`config.mk`:
```
export PLATFORM = sky130hd
export DESIGN_NAME = midi_rx
export DESIGN_NICKNAME = d
export VERILOG_FILES = /design/src/rtl/midi_pkg.sv /design/src/rtl/shift_reg.sv /design/src/rtl/midi_rx.sv
export SDC_FILE = /design/constraint.sdc
export NUM_CORES = 1
export LEC_CHECK = 0
export ABC_AREA = 1
export CAP_MARGIN = 20
export CORE_ASPECT_RATIO = 2
export CORE_MARGIN = 8
export CORE_UTILIZATION = 40
export CTS_BUF_LIST = sky130_fd_sc_hd__clkbuf_2
export DETAILED_ROUTE_END_ITERATION = 7
export HOLD_SLACK_MARGIN = 0.15
export SYNTH_ARGS = -nofsm -noshare
export SYNTH_HDL_FRONTEND = slang
export SYNTH_SLANG_ARGS = --single-unit
```
`constraint.sdc`:
```
create_clock -name clk -period 2.01 [get_ports clk]
set_input_delay 0.3015 -clock clk [delete_from_list [all_inputs] [get_ports clk]]
set_output_delay 0.3015 -clock clk [all_outputs]
set_load 0.01 [all_outputs]
```
`src/rtl/midi_pkg.sv`:
```
// Shared definitions for the MIDI receive path: state encoding, line rate and
// the clock-divider helper used to size the bit timer.
package midi_pkg;

  typedef enum logic [2:0] {
    IDLE  = 3'd0,
    START = 3'd1,
    DATA  = 3'd2,
    STOP  = 3'd3,
    BREAK = 3'd4
  } rx_state_t;

  localparam int MIDI_BAUD = 31250;

  function automatic int clk_div(input int clk_hz, input int baud);
    return clk_hz / baud;
  endfunction

endpackage

```
`src/rtl/shift_reg.sv`:
```
// Generic serial-in shift register with synchronous clear and clock enable.
// dir=1 shifts right (new bit enters at the MSB), dir=0 shifts left.
module shift_reg #(
  parameter int W = 8
) (
  input  logic         clk,
  input  logic         rst_n,
  input  logic         clr,
  input  logic         ce,
  input  logic         dir,
  input  logic         d,
  output logic [W-1:0] q
);

  always_ff @(posedge clk or negedge rst_n) begin
    if (!rst_n) begin
      q <= '0;
    end else if (clr) begin
      q <= '0;
    end else if (ce) begin
      if (dir) q <= {d, q[W-1:1]};
      else     q <= {q[W-2:0], d};
    end
  end

endmodule

```
`src/rtl/midi_rx.sv`:
```
// MIDI serial receiver: synchronizes the raw line, times 8N1 frames from the
// middle of the start bit, and emits each byte with a one-cycle valid pulse.
module midi_rx
  import midi_pkg::*;
#(
  parameter int CLK_HZ = 50_000_000,
  parameter int BAUD   = MIDI_BAUD
) (
  input  logic       clk,
  input  logic       rst_n,
  input  logic       rx,
  output logic [7:0] data,
  output logic       valid,
  output logic       frame_err,
  output logic       busy
);

  localparam int DIV  = clk_div(CLK_HZ, BAUD);
  localparam int HALF = DIV / 2;
  localparam int TW   = $clog2(DIV);

  if (DIV < 4) begin : g_div_check
    $error("midi_rx: CLK_HZ/BAUD must be at least 4");
  end

  rx_state_t       state;
  logic [TW-1:0]   timer;
  logic [2:0]      cnt;
  logic            rx_m;
  logic            rx_s;
  logic            sr_clr;
  logic            sr_ce;
  logic [7:0]      sr_q;

  // Two-flop synchronizer; idle-high reset avoids a false start edge.
  always_ff @(posedge clk or negedge rst_n) begin
    if (!rst_n) begin
      rx_m <= 1'b1;
      rx_s <= 1'b1;
    end else begin
      rx_m <= rx;
      rx_s <= rx_m;
    end
  end

  assign sr_clr = (state == IDLE);
  assign sr_ce  = (state == DATA) && (timer == '0);

  shift_reg #(.W(8)) u_shift (
    .clk   (clk),
    .rst_n (rst_n),
    .clr   (sr_clr),
    .ce    (sr_ce),
    .dir   (1'b1),
    .d     (rx_s),
    .q     (sr_q)
  );

  always_ff @(posedge clk or negedge rst_n) begin
    if (!rst_n) begin
      state     <= IDLE;
      timer     <= '0;
      cnt       <= '0;
      data      <= '0;
      valid     <= 1'b0;
      frame_err <= 1'b0;
      busy      <= 1'b0;
    end else begin
      valid     <= 1'b0;
      frame_err <= 1'b0;
      case (state)
        IDLE: begin
          timer <= '0;
          if (!rx_s) begin
            state <= START;
            timer <= TW'(HALF - 1);
            busy  <= 1'b1;
          end
        end
        START: begin
          if (timer == '0) begin
            if (!rx_s) begin
              state <= DATA;
              timer <= TW'(DIV - 1);
              cnt   <= '0;
            end else begin
              state <= IDLE;
              busy  <= 1'b0;
            end
          end else begin
            timer <= timer - TW'(1);
          end
        end
        DATA: begin
          if (timer == '0) begin
            timer <= TW'(DIV - 1);
            cnt   <= cnt + 3'd1;
            if (cnt == 3'd7) state <= STOP;
          end else begin
            timer <= timer - TW'(1);
          end
        end
        STOP: begin
          if (timer == '0) begin
            if (rx_s) begin
              data  <= sr_q;
              valid <= 1'b1;
              busy  <= 1'b0;
              state <= IDLE;
            end else begin
              frame_err <= 1'b1;
              state     <= BREAK;
            end
          end else begin
            timer <= timer - TW'(1);
          end
        end
        BREAK: begin
          // Held-low line: wait for release rather than framing more 0x00s.
          if (rx_s) begin
            state <= IDLE;
            busy  <= 1'b0;
          end
        end
        default: begin
          state <= IDLE;
          busy  <= 1'b0;
        end
      endcase
    end
  end

endmodule

```
==> flow_summary.ini, run 1 <==
[synthesis]
synth-seq-cells = 38
synth_cells = 245
synth_sequential_area_ratio_pct = 47.5
ys.warnings.count = 0
synth.cell_area_um2 = 2010
number_of_nets_in_the_synthesized_netlist = 252
avgSynthCellArea_um2 = 8.19
yosysUniqueCellTypes = 26

[timing]
final_min_period_over_clock_period_pct = 83.6
fin_tns_setup_ns = 0
unrepaired_setup_endpoints_after_global_routing = false
setup_ws_ns = 0.329
finalHoldViolations = 0
final_period_minus_worst_setup_slack_ns = 1.68
maxSlewViolCount = 0
clock_skew_ns = 0.0272
timing.final.setup_violations = 0
worstMarginPinSlew_ns = 0.486
maxSlewHeadroom_pct = 67.6
fmax_mhz = 595
worst_hold_slack_ns = 0.287

[floorplanning]
die_w_um = 66.1
design.portCount = 14
fp-row-count = 36
die_h_um = 116
design.die.area_um2 = 7680
core_area_um2 = 4860
initial_core_util_pct = 41.3

[place]
place.detailed.instances = 315
globalplace.congestion = 0.921
placement.cell_area_um2 = 2200
port_buffers = 13
detailedPlace.worstSlack_ns = 0.333
placed_wire_length_estimate_um = 3710

[critical_path]
timing.critical_path.slowest_cell_delay_ns = 0.42
crit_path_start_kind = flop
arrival_time_reported_for_the_critical_path_endpoint_ns = 1.98
worst-endpoint-required_ns = 2.31
crit_slowest_cell = dfrtp_1
worst_setup_path_end_kind = flop
reg2reg_depth = 9
cpMostUsedCell = nand2_1
timing_worst_setup_path_type = reg2reg
critPathMaxFanout = 4
timing.critical_path.cells = inv_1 -> ha_1 -> nand2_1 -> nor2_1 -> nand2_1 -> nand2_1 -> nand2_1 -> o21ai_0 -> nand2_1

[power]
vdd_drop_max_mv = 0.746
proportion_of_power_drawn_by_flip_flops_and_latches_pct = 60.4
clock_network_fraction_of_design_power_pct = 37.5
internal-power_mw = 0.991
share_comb_of_total_power_pct = 2.1
post-layout-total-power_mw = 1.28
cellLeakagePower_nw = 1.16
power.share.switching_pct = 22.4
p_switching_mw = 0.286
power-per-cell-area_nw_per_um2 = 561

[grt]
first_global_vias = 1784
grtUsageTotal_pct = 13.9
overflow = 0
number_of_antenna_violations_at_the_first_check_in_global_routing = 0
grt_start_max_net_pins = 39
grt_first_pass_wirelength_um = 8220

[layout]
postLayoutCoreUtil_pct = 46.8
syn2layout_area_growth_pct = 13.4
most_common_library_cell_in_the_layout_ignoring_fill_and_taps = nand2_1
most_used_cells_in_the_layout_excluding_fill_and_tap_cells = nand2_1, dfrtp_1, inv_1
drive_above_1_share_pct = 14.6
antenna-diode-count = 0
fin_cells = 324
final_design_area_no_fill_um2 = 2280
fin_nets = 273

[clocking]
cts.sink_count = 38
clock-root-buffer = clkbuf_2
post_cts_resize_count = 0
cts_buf_count = 5
clock_latency_ns = 0.40
cts_max_level = 2
worst_setup_hold_path_clk_slew_ns = 0.20
max-clock-path-buffers = 2
tritoncts = built

[routing]
drt.antenna.violating_nets = 0
drtPass1Iterations = 4
route.detailed.vias_per_inst = 5.02
totalWireLength_um = 4670
wl_per_cell_um = 14.4
drt_initial_violations = 67
detailroute.via_count = 1628
drc_errors = 0

[worst_hold_path]
min_delay_path_depth = 1
hold_path_class = in2reg

[job]
max-cap-violations = 0

[run_status]
status = finished, final reports clean
-- what timing repair did --
item,4_1_cts,5_1_grt
hold endpoints to repair,36,0
setup buffers,0,0
hold buffers,1,0
-- layer usage --
layer	GRT usage [%]	share of wire, %
met5	0	0
met2	26.2	59
met3	2.69	1.8
met4	8.32	3.7
met1	13.0	36
-- logic make-up after synthesis --
| group | share of synthesized area [%] |
|---|---|
| buffers and inverters | 7.79 |
| AND/OR/NAND/NOR | 30.5 |
| AO/OA/AOI/OAI | 10.3 |
| flip-flops | 47.5 |
| adder cells (fa/ha/maj) | 2.49 |
| XOR/XNOR | 1.31 |
-- power by group through the flow --
stage / clock (mW) / sequential (mW) / combinational [mW]
finish: 0.479 / 0.772 / 0.0264
global route: 0.528 / 0.773 / 0.0315
CTS: 0.494 / 0.772 / 0.0279
detailed placement: 0 / 0.785 / 0.0265
global placement: 0 / 0.785 / 0.0266
floorplan: 0 / 0.784 / 0.00462
-- cell type report --
| type | instances | area [µm²] |
|---|---|---|
| multi-input combinational | 171 | 897 |
| clock inverter | 2 | 37.5 |
| timing repair buffer | 17 | 158 |
| sequential | 38 | 953 |
| clock buffer | 6 | 30.0 |
| fill | 509 | 2590 |
| inverter | 33 | 129 |
| tap | 57 | 71.3 |
-- final timing paths --
path	start	end	slack [ns]
max in group asynchronous	rst_n	rx_s$_DFF_PN1_	1.20
min	rx	rx_m$_DFF_PN1_	0.29
min in group asynchronous	rst_n	timer[7]$_DFFE_PN0P_	0.43
max	timer[0]$_DFFE_PN0P_	timer[10]$_DFFE_PN0P_	0.33
min reg2reg	rx_m$_DFF_PN1_	rx_s$_DFF_PN1_	0.37
max reg2reg	timer[0]$_DFFE_PN0P_	timer[10]$_DFFE_PN0P_	0.33
-- synth_stat cells (all sizes together) --
| cell type | instances | area, µm² |
|---|---|---|
| nor3 | 3 | 15.0 |
| o22ai | 7 | 43.8 |
| dfstp | 2 | 52.6 |
| nand4 | 4 | 25.0 |
| inv | 33 | 129 |
| a21oi | 2 | 17.5 |
| o21ai | 24 | 146 |
| buf | 3 | 27.5 |
| nor2 | 23 | 120 |
| nand3 | 19 | 113 |
| nand2 | 82 | 340 |
| ha | 4 | 50.1 |
| xor2 | 3 | 26.3 |
| dfrtp | 36 | 901 |
-- critical path: cells and delay by family (launching register included) --
family	cells	cell delay [ns]
AOI/OAI and AO/OA	1	0.25
buffers and inverters	1	0.12
and+or+nand+nor	6	0.52
adders and majority gates	1	0.27
DFF	1	0.42
-- registers in the layout, summed over array words and instances (netlist names) --
signal     flops
state          3
u_shift.q      8
frame_err      1
valid          1
data           8
timer         11
rx_s           1
rx_m           1
cnt            3
busy           1
Note: power is estimated with default switching activity, not from simulation.
==> run 2: changes to the inputs <==
==> constraint.sdc (replaced) <==
create_clock -name clk -period 1.5 [get_ports clk]
set_input_delay 0.225 -clock clk [delete_from_list [all_inputs] [get_ports clk]]
set_output_delay 0.225 -clock clk [all_outputs]
set_load 0.01 [all_outputs]
==> run 2 against run 1 <==
The run now ends with setup timing left. Register-to-register slack lost 0.36 ns. Maximum frequency grew 9.5%. Clock power rose by 68%. Via count grew 12%. Clock skew down 0.0047 ns. Die area unchanged. Routed wire length up 10%. Sequential power is 33% higher. First-iteration DRC count decreased by 34%. Total power is 47% higher. Global-route usage increased by 0.32 points. Highest routed layer unchanged.
==> flow_summary.ini, run 2 (synthesis gave the netlist of run 1 again) <==
[grt]
grtUsageTotal_pct = 14.2
grt_start_max_net_pins = 39
grt_first_pass_wirelength_um = 8450
number_of_antenna_violations_at_the_first_check_in_global_routing = 0
overflow = 0
first_global_vias = 1831

[job]
max-cap-violations = 0

[floorplanning]
core_area_um2 = 4860
die_h_um = 116
design.die.area_um2 = 7680
fp-row-count = 36
die_w_um = 66.1
initial_core_util_pct = 41.3
design.portCount = 14

[routing]
drt_initial_violations = 44
drtPass1Iterations = 4
wl_per_cell_um = 14.1
detailroute.via_count = 1829
drt.antenna.violating_nets = 0
totalWireLength_um = 5150
route.detailed.vias_per_inst = 5.00
drc_errors = 0

[power]
share_comb_of_total_power_pct = 2.3
clock_network_fraction_of_design_power_pct = 42.8
power-per-cell-area_nw_per_um2 = 680
vdd_drop_max_mv = 1.04
power.share.switching_pct = 20.9
cellLeakagePower_nw = 1.43
proportion_of_power_drawn_by_flip_flops_and_latches_pct = 55.0
internal-power_mw = 1.49
p_switching_mw = 0.392

[clocking]
worst_setup_hold_path_clk_slew_ns = 0.21
clock-root-buffer = clkbuf_2
clock_latency_ns = 0.40
cts_max_level = 2
tritoncts = built
max-clock-path-buffers = 2
cts.sink_count = 38
cts_buf_count = 5

[layout]
registers.top_by_ff_count = timer
postLayoutCoreUtil_pct = 56.8
largest_register_ff_count = 11
fin_nets = 315
most_used_cells_in_the_layout_excluding_fill_and_tap_cells = nand2_1, buf_4, dfrtp_1
antenna-diode-count = 0
drive_above_1_share_pct = 36.9
layout_top_registers = timer (11), data (8), u_shift.q (8)
ff_latch_area_um2 = 956
syn2layout_area_growth_pct = 37.7
most_common_library_cell_in_the_layout_ignoring_fill_and_taps = nand2_1
multi_input_comb_area_um2 = 1050
fillers = 466

[place]
detailedPlace.worstSlack_ns = -0.0699
globalplace.congestion = 0.847
placed_wire_length_estimate_um = 3830
port_buffers = 13

[timing]
unrepaired_setup_endpoints_after_global_routing = true
finalHoldViolations = 0
maxSlewViolCount = 0
fmax_mhz = 651
maxSlewHeadroom_pct = 68.0
worst_hold_slack_ns = 0.224
worstMarginPinSlew_ns = 0.481
final_period_minus_worst_setup_slack_ns = 1.54
final_min_period_over_clock_period_pct = 102
timing.final.setup_violations = 7
clock_skew_ns = 0.0224
setup_ws_ns = -0.0351

[critical_path]
critPathMaxFanout = 8
timing_worst_setup_path_type = reg2reg
worst-endpoint-required_ns = 1.80
cpMostUsedCell = nand2_4
timing.critical_path.buf_inv = 2
crit_slowest_cell = dfrtp_1
timing.critical_path.slowest_cell_delay_ns = 0.44
timing.critical_path.max_delay_family = simple AND/OR/NAND/NOR gates
worst_setup_path_end_kind = flop
arrival_time_reported_for_the_critical_path_endpoint_ns = 1.83
timing.critical_path.cells = inv_2 -> ha_4 -> nand2_4 -> nor2_4 -> nand2_4 -> inv_6 -> nand3_4 -> nand2_2 -> o21ai_2
crit_path_start_kind = flop

[run_status]
violated_checks = setup timing
status = complete, but fails checks

[worst_hold_path]
hold_path_class = in2reg
run 2: area by class of cell:
cell class	count	share of cell area (%)
repair buffers	58	16.8
inverters	33	4.76
multi-input cells	172	38.1
clock buffers	5	0.906
clock inverters	3	2.31
well taps	57	2.58
flip-flops and latches	38	34.6
run 2: path summary, 6_finish.rpt:
kind	start	endpoint	slack, ns	cells past startpoint
max in group asynchronous	rst_n	rx_s$_DFF_PN1_	0.76	3
worst max register to register	timer[1]$_DFFE_PN0P_	data[2]$_DFFE_PN0P_	-0.04	9
min in group asynchronous	rst_n	timer[5]$_DFFE_PN0P_	0.36	3
worst min-delay path	rx	rx_m$_DFF_PN1_	0.22	1
worst max-delay path	timer[1]$_DFFE_PN0P_	data[2]$_DFFE_PN0P_	-0.04	9
worst min register to register	rx_m$_DFF_PN1_	rx_s$_DFF_PN1_	0.37	0
run 2: repair_timing:
| action | in CTS | in global routing |
|---|---|---|
| gates resized for setup | 30 | 37 |
| endpoints found under the setup margin | 37 | 34 |
| hold endpoints to repair | 36 | 0 |
| buffers inserted | 3 | 4 |
| pin swaps | 4 | 12 |
| cloned | 1 | 0 |
| hold buffers | 1 | 0 |
run 2: per-layer routing:
layer | wire length, µm | track usage [%] | vias to the layer above
met4 | 139 | 6.03 | 0
met2 | 3080 | 28.5 | 31
li1 | - | - | 904
met5 | 0 | 0 | -
met3 | 97 | 2.40 | 11
met1 | 1830 | 13.1 | 883
run 2: power groups by stage:
stage | clock (mW) | combinational [mW] | sequential (mW)
after detailed placement | 0 | 0.0402 | 1.05
after global placement | 0 | 0.0405 | 1.05
after floorplan | 0 | 0.00619 | 1.05
after CTS | 0.818 | 0.0443 | 1.03
after global routing | 0.848 | 0.0498 | 1.03
final | 0.803 | 0.0428 | 1.03
run 2: per-stage QoR:
step	std cells	area, µm²	power, mW	TNS (ns)
floorplan	245	2010	1.06	0
global placement	349	2450	1.09	-0.207
detailed placement	349	2450	1.09	-0.696
CTS	362	2620	1.90	-0.000950
global route	366	2760	1.93	-1.52
finish	366	2760	1.88	-0.183
